File: config.mk
export PLATFORM = sky130hd
export DESIGN_NAME = mem_init_ctrl
export DESIGN_NICKNAME = d
export VERILOG_FILES = /design/src/rtl/mem_init_pkg.sv /design/src/rtl/mem_init_datagen.sv /design/src/rtl/mem_init_ctrl.sv
export SDC_FILE = /design/constraint.sdc
export NUM_CORES = 1
export LEC_CHECK = 0
export ABC_AREA = 1
export BUFFER_PORTS_ARGS = -buffer_cell sky130_fd_sc_hd__clkbuf_2
export CAP_MARGIN = 25
export CORE_MARGIN = 2
export CORE_UTILIZATION = 53
export CTS_CLUSTER_DIAMETER = 50
export DETAILED_ROUTE_END_ITERATION = 6
export PLACE_DENSITY_LB_ADDON = 0.3
export SETUP_SLACK_MARGIN = 0.2
export SYNTH_ARGS = -nofsm -noshare
export SYNTH_HDL_FRONTEND = slang
export SYNTH_SLANG_ARGS = --single-unit
File: constraint.sdc
create_clock -name clk -period 1.65 [get_ports clk]
set_input_delay 0.4125 -clock clk [delete_from_list [all_inputs] [get_ports clk]]
set_output_delay 0.4125 -clock clk [all_outputs]
set_load 0.01 [all_outputs]
File: src/rtl/mem_init_pkg.sv
// Shared types for the memory initialiser: pattern modes and sweep states.
package mem_init_pkg;

  localparam int unsigned MODE_W = 2;

  typedef enum logic [MODE_W-1:0] {ZERO, RAMP, CONST, XOR} init_mode_e;

  typedef enum logic [1:0] {S_IDLE, S_WRITE, S_DONE} init_state_e;

endpackage

File: src/rtl/mem_init_datagen.sv
// Combinational pattern generator: maps (mode, address, fill) to a RAM data word.
module mem_init_datagen
  import mem_init_pkg::*;
#(
  parameter int unsigned ADDR_W = 8,
  parameter int unsigned DATA_W = 8
) (
  input  init_mode_e        mode,
  input  logic [ADDR_W-1:0] addr,
  input  logic [DATA_W-1:0] fill,
  output logic [DATA_W-1:0] data_c
);

  // Address adapted to the data width: LSBs kept when wider, zero-extended when narrower.
  logic [DATA_W-1:0] addr_w;
  assign addr_w = DATA_W'(addr);

  // Pattern select.
  always_comb begin
    data_c = '0;
    case (mode)
      ZERO:    data_c = '0;
      RAMP:    data_c = addr_w;
      CONST:   data_c = fill;
      XOR:     data_c = addr_w ^ fill;
      default: data_c = '0;
    endcase
  end

endmodule

File: src/rtl/mem_init_ctrl.sv
// Memory initialiser: sweeps a RAM write port over 0..DEPTH-1 writing a selected pattern.
module mem_init_ctrl
  import mem_init_pkg::*;
#(
  parameter int unsigned ADDR_W = 8,
  parameter int unsigned DATA_W = 8,
  parameter int unsigned DEPTH  = 256
) (
  input  logic              clk,
  input  logic              rst_n,
  input  logic              start,
  input  logic [1:0]        mode,
  input  logic [DATA_W-1:0] fill,
  input  logic              abort,
  output logic              busy,
  output logic              done,
  output logic              rdy,
  output logic [ADDR_W-1:0] addr,
  output logic [DATA_W-1:0] wrdata,
  output logic              wren
);

  localparam logic [ADDR_W-1:0] LAST_ADDR = ADDR_W'(DEPTH - 1);

  init_state_e       state, state_nxt;
  logic [ADDR_W-1:0] cnt, cnt_nxt;
  init_mode_e        mode_q, mode_nxt;
  logic [DATA_W-1:0] fill_q, fill_nxt;
  logic              busy_nxt, done_nxt, rdy_nxt, wren_nxt;
  logic [ADDR_W-1:0] addr_nxt;
  logic [DATA_W-1:0] wrdata_nxt;
  logic [DATA_W-1:0] gen_data_c;

  mem_init_datagen #(
    .ADDR_W (ADDR_W),
    .DATA_W (DATA_W)
  ) u_datagen (
    .mode   (mode_q),
    .addr   (cnt),
    .fill   (fill_q),
    .data_c (gen_data_c)
  );

  // State, sweep counter, latched operands and registered outputs.
  always_ff @(posedge clk) begin
    if (!rst_n) begin
      state  <= S_IDLE;
      cnt    <= '0;
      mode_q <= ZERO;
      fill_q <= '0;
      busy   <= 1'b0;
      done   <= 1'b0;
      rdy    <= 1'b0;
      addr   <= '0;
      wrdata <= '0;
      wren   <= 1'b0;
    end else begin
      state  <= state_nxt;
      cnt    <= cnt_nxt;
      mode_q <= mode_nxt;
      fill_q <= fill_nxt;
      busy   <= busy_nxt;
      done   <= done_nxt;
      rdy    <= rdy_nxt;
      addr   <= addr_nxt;
      wrdata <= wrdata_nxt;
      wren   <= wren_nxt;
    end
  end

  // Next state and next output values; the registered wren marks the first DONE cycle.
  always_comb begin
    state_nxt  = state;
    cnt_nxt    = cnt;
    mode_nxt   = mode_q;
    fill_nxt   = fill_q;
    busy_nxt   = 1'b0;
    done_nxt   = 1'b0;
    rdy_nxt    = rdy;
    addr_nxt   = '0;
    wrdata_nxt = '0;
    wren_nxt   = 1'b0;

    case (state)
      S_IDLE: begin
        if (abort) begin
          rdy_nxt = 1'b0;
        end else if (start) begin
          state_nxt = S_WRITE;
          cnt_nxt   = '0;
          mode_nxt  = init_mode_e'(mode);
          fill_nxt  = fill;
          rdy_nxt   = 1'b0;
        end
      end

      S_WRITE: begin
        if (abort) begin
          state_nxt = S_IDLE;
          cnt_nxt   = '0;
          rdy_nxt   = 1'b0;
        end else begin
          wren_nxt   = 1'b1;
          busy_nxt   = 1'b1;
          addr_nxt   = cnt;
          wrdata_nxt = gen_data_c;
          if (cnt == LAST_ADDR) begin
            state_nxt = S_DONE;
          end else begin
            cnt_nxt = cnt + ADDR_W'(1);
          end
        end
      end

      S_DONE: begin
        if (abort) begin
          state_nxt = S_IDLE;
          rdy_nxt   = 1'b0;
        end else begin
          done_nxt = wren;
          if (start) begin
            state_nxt = S_WRITE;
            cnt_nxt   = '0;
            mode_nxt  = init_mode_e'(mode);
            fill_nxt  = fill;
            rdy_nxt   = 1'b0;
          end else begin
            rdy_nxt = 1'b1;
          end
        end
      end

      default: begin
        state_nxt = S_IDLE;
      end
    endcase
  end

endmodule

==> impl_metrics.json <==
{
  "run_status": "completed",
  "postRouteAntennaNets": 0,
  "crit_path_cell_trace": "ha_1 -> nand2_2 -> nor2_4 -> nand3_2 -> buf_4 -> nand3_2 -> nand2_1 -> inv_1 -> nor2_2",
  "dp_hpwl_um": 2360,
  "hold_violations": 0,
  "post_cts_buffers": 0,
  "hp-class": "input port to flip-flop",
  "path_max_fanout": 8,
  "rsz0062_at_grt": "false",
  "arrival_ns": 1.59,
  "die_w_um": 59.5,
  "nets": 275,
  "cts_tree": "built",
  "cp-end-kind": "flip-flop",
  "ys_warn_count": 0,
  "grt-busiest-layer": "met2",
  "viasPerCell": 4.97,
  "cts_buffers": 5,
  "antennaDiodeCount": 0,
  "use_met2": 0.322,
  "ir_worst_vdd_mv": 0.452,
  "cpMostUsedCell": "nand3_2",
  "power_density_nw_per_um2": 874,
  "clk_pin_slew_ns": 0.11,
  "drc": 0,
  "ys_seq_area_frac": 0.477,
  "ctsLongestPathBuffers": 2,
  "avgSynthCellArea_um2": 7.40,
  "syn-num-nets": 236,
  "htree_levels": 2,
  "relSlewSlack": 0.802,
  "track_usage": 0.206,
  "whs_ns": 0.290,
  "synth.area.top_cells": "dfxtp_1, nor2_1, nand2_1, xnor2_1, o21ai_0",
  "overflow": 0,
  "slew_violations": 0,
  "die_y_um": 59.5,
  "avgRoutedWirePerCell_um": 11.1,
  "synth_cell_types": 25,
  "fillCellCount": 299,
  "critPathMaxStageDelay_ns": 0.34,
  "grtUsageMet1": 0.261,
  "cts_root_buf": "clkbuf_4",
  "insertion_delay_ns": 0.35,
  "worst_pin_slew_ns": 0.296,
  "setup_viol": 0,
  "drt_iter0_drc": 32,
  "numPortBuffers": 33,
  "timing.setup.tns_ns": 0,
  "cts_resized": 0,
  "leakage_nw": 0.817,
  "first_global_vias": 1233,
  "pre_cts_slack_ns": 0.190,
  "synth-seq-cells": 39,
  "startpoint_type": "flip-flop",
  "num_rows": 20,
  "coreArea_um2": 3000,
  "grtUsageMet3": 0.0546,
  "synth_area_um2": 1640,
  "cp_slowest_cell": "dfxtp_1",
  "drive_above_1_share": 0.257,
  "synth_top_area_cell": "dfxtp_1",
  "first_pass_iters": 4,
  "place.gp.congestion": 0.898,
  "syn-instance-count": 221,
  "drt_wl_total_um": 3260,
  "fin_ws_ns": 0.317,
  "required_ns": 1.90,
  "antenna_found_initial": 0,
  "max_freq_mhz": 750,
  "vias": 1462,
  "hold_buffers": 0,
  "fin_crit_ns": 1.33,
  "die-area_um2": 3550,
  "post-synth-top-area-fraction": 0.477,
  "grt_first_pass_wirelength_um": 5360,
  "cap_violations": 0,
  "skew_ns": 0.00981,
  "clkSinkCount": 39,
  "start_util": 0.545,
  "final.period_utilization": 0.808,
  "grt_max_degree": 19,
  "ioPinCount": 34,
  "area_growth_pct": 18.0,
  "critical_path_class": "flip-flop to flip-flop"
}
metrics by stage:
| step | util | power [mW] | instances | instance area [um2] |
|---|---|---|---|---|
| after global placement | 0.612 | 1.14 | 286 | 1840 |
| after floorplan | - | 1.11 | 221 | 1640 |
| after global routing | 0.643 | 1.78 | 294 | 1930 |
| after detailed placement | 0.612 | 1.15 | 286 | 1840 |
| after CTS | 0.636 | 1.70 | 294 | 1910 |
| final | 0.643 | 1.69 | 294 | 1930 |
layout make-up:
| type | instances | area (um2) | share of cell area |
|---|---|---|---|
| clock buffers | 7 | 65.1 | 0.0337 |
| flip-flops and latches | 39 | 782 | 0.405 |
| well taps | 33 | 41.3 | 0.0214 |
| repair buffers | 41 | 225 | 0.117 |
| clock inverters | 1 | 7.51 | 0.00389 |
| inverters | 21 | 78.8 | 0.0409 |
| multi-input cells | 152 | 729 | 0.378 |
worst paths after layout:
kind | from | end | slack [ns] | cells after the start
worst min-delay path | abort | done | 0.29 | 2
worst max-delay path | cnt[1] | cnt[3] | 0.32 | 9
worst min register to register | fill_q[7] | fill_q[7] | 0.49 | 2
worst max register to register | cnt[1] | cnt[3] | 0.32 | 9
cells by family after synthesis:
logic type	after synthesis	share of synthesized area
compound gates	22	0.0704
xor+xnor	8	0.0428
fa+ha+maj	1	0.00765
buf+inv	30	0.0872
flops	39	0.477
simple gates	121	0.314
critical path: cells and delay by family (launching register included):
kind / cells / cell delay [ns]
buffers and inverters: 2 / 0.25
DFF: 1 / 0.34
and+or+nand+nor: 6 / 0.46
adders and majority gates: 1 / 0.18
where the power goes:
| group | internal (mW) | total (mW) | leakage (nW) | switching (mW) |
|---|---|---|---|---|
| logic | 0.0559 | 0.140 | 0.462 | 0.0843 |
| registers | 0.966 | 0.988 | 0.317 | 0.0225 |
| clock network | 0.249 | 0.558 | 0.0375 | 0.309 |
state kept, by name, indices dropped and copies added (netlist names):
| register | cells |
|---|---|
| rdy | 1 |
| mode_q | 2 |
| addr | 8 |
| done | 1 |
| state | 2 |
| wrdata | 8 |
| fill_q | 8 |
| cnt | 8 |
| wren | 1 |
cells in the mapped netlist:
| cell | number |
|---|---|
| nor2_1 | 50 |
| nand2_1 | 45 |
| dfxtp_1 | 39 |
| inv_1 | 17 |
| o21ai_0 | 13 |
| nand3_1 | 12 |
| xnor2_1 | 8 |
| a21oi_1 | 7 |
| nor2_2 | 5 |
| buf_6 | 3 |
| inv_2 | 3 |
| nor3_1 | 3 |
| buf_2 | 2 |
| clkbuf_1 | 2 |
| nand3_2 | 2 |
| a21oi_2 | 1 |
| a31oi_1 | 1 |
| buf_4 | 1 |
| clkbuf_2 | 1 |
| clkinv_1 | 1 |
| ha_1 | 1 |
| nand2_2 | 1 |
| nand2_4 | 1 |
| nand3b_1 | 1 |
| or2_1 | 1 |
cells in the final DEF (no fill, tap or decap), drive strengths merged, types with 8 or more instances in the layout:
| cell type | n |
|---|---|
| buf | 8 |
| clkbuf | 40 |
| nand3 | 14 |
| nor2 | 55 |
| a21oi | 8 |
| nand2 | 47 |
| dfxtp | 39 |
| o21ai | 13 |
| inv | 20 |
| xnor2 | 8 |
metal layers:
| metal | share of wire | vias up |
|---|---|---|
| met5 | 0 | - |
| met2 | 0.48 | 42 |
| li1 | - | 757 |
| met3 | 0.052 | 10 |
| met1 | 0.44 | 653 |
| met4 | 0.027 | 0 |
Power figures use the tool's default switching activity.
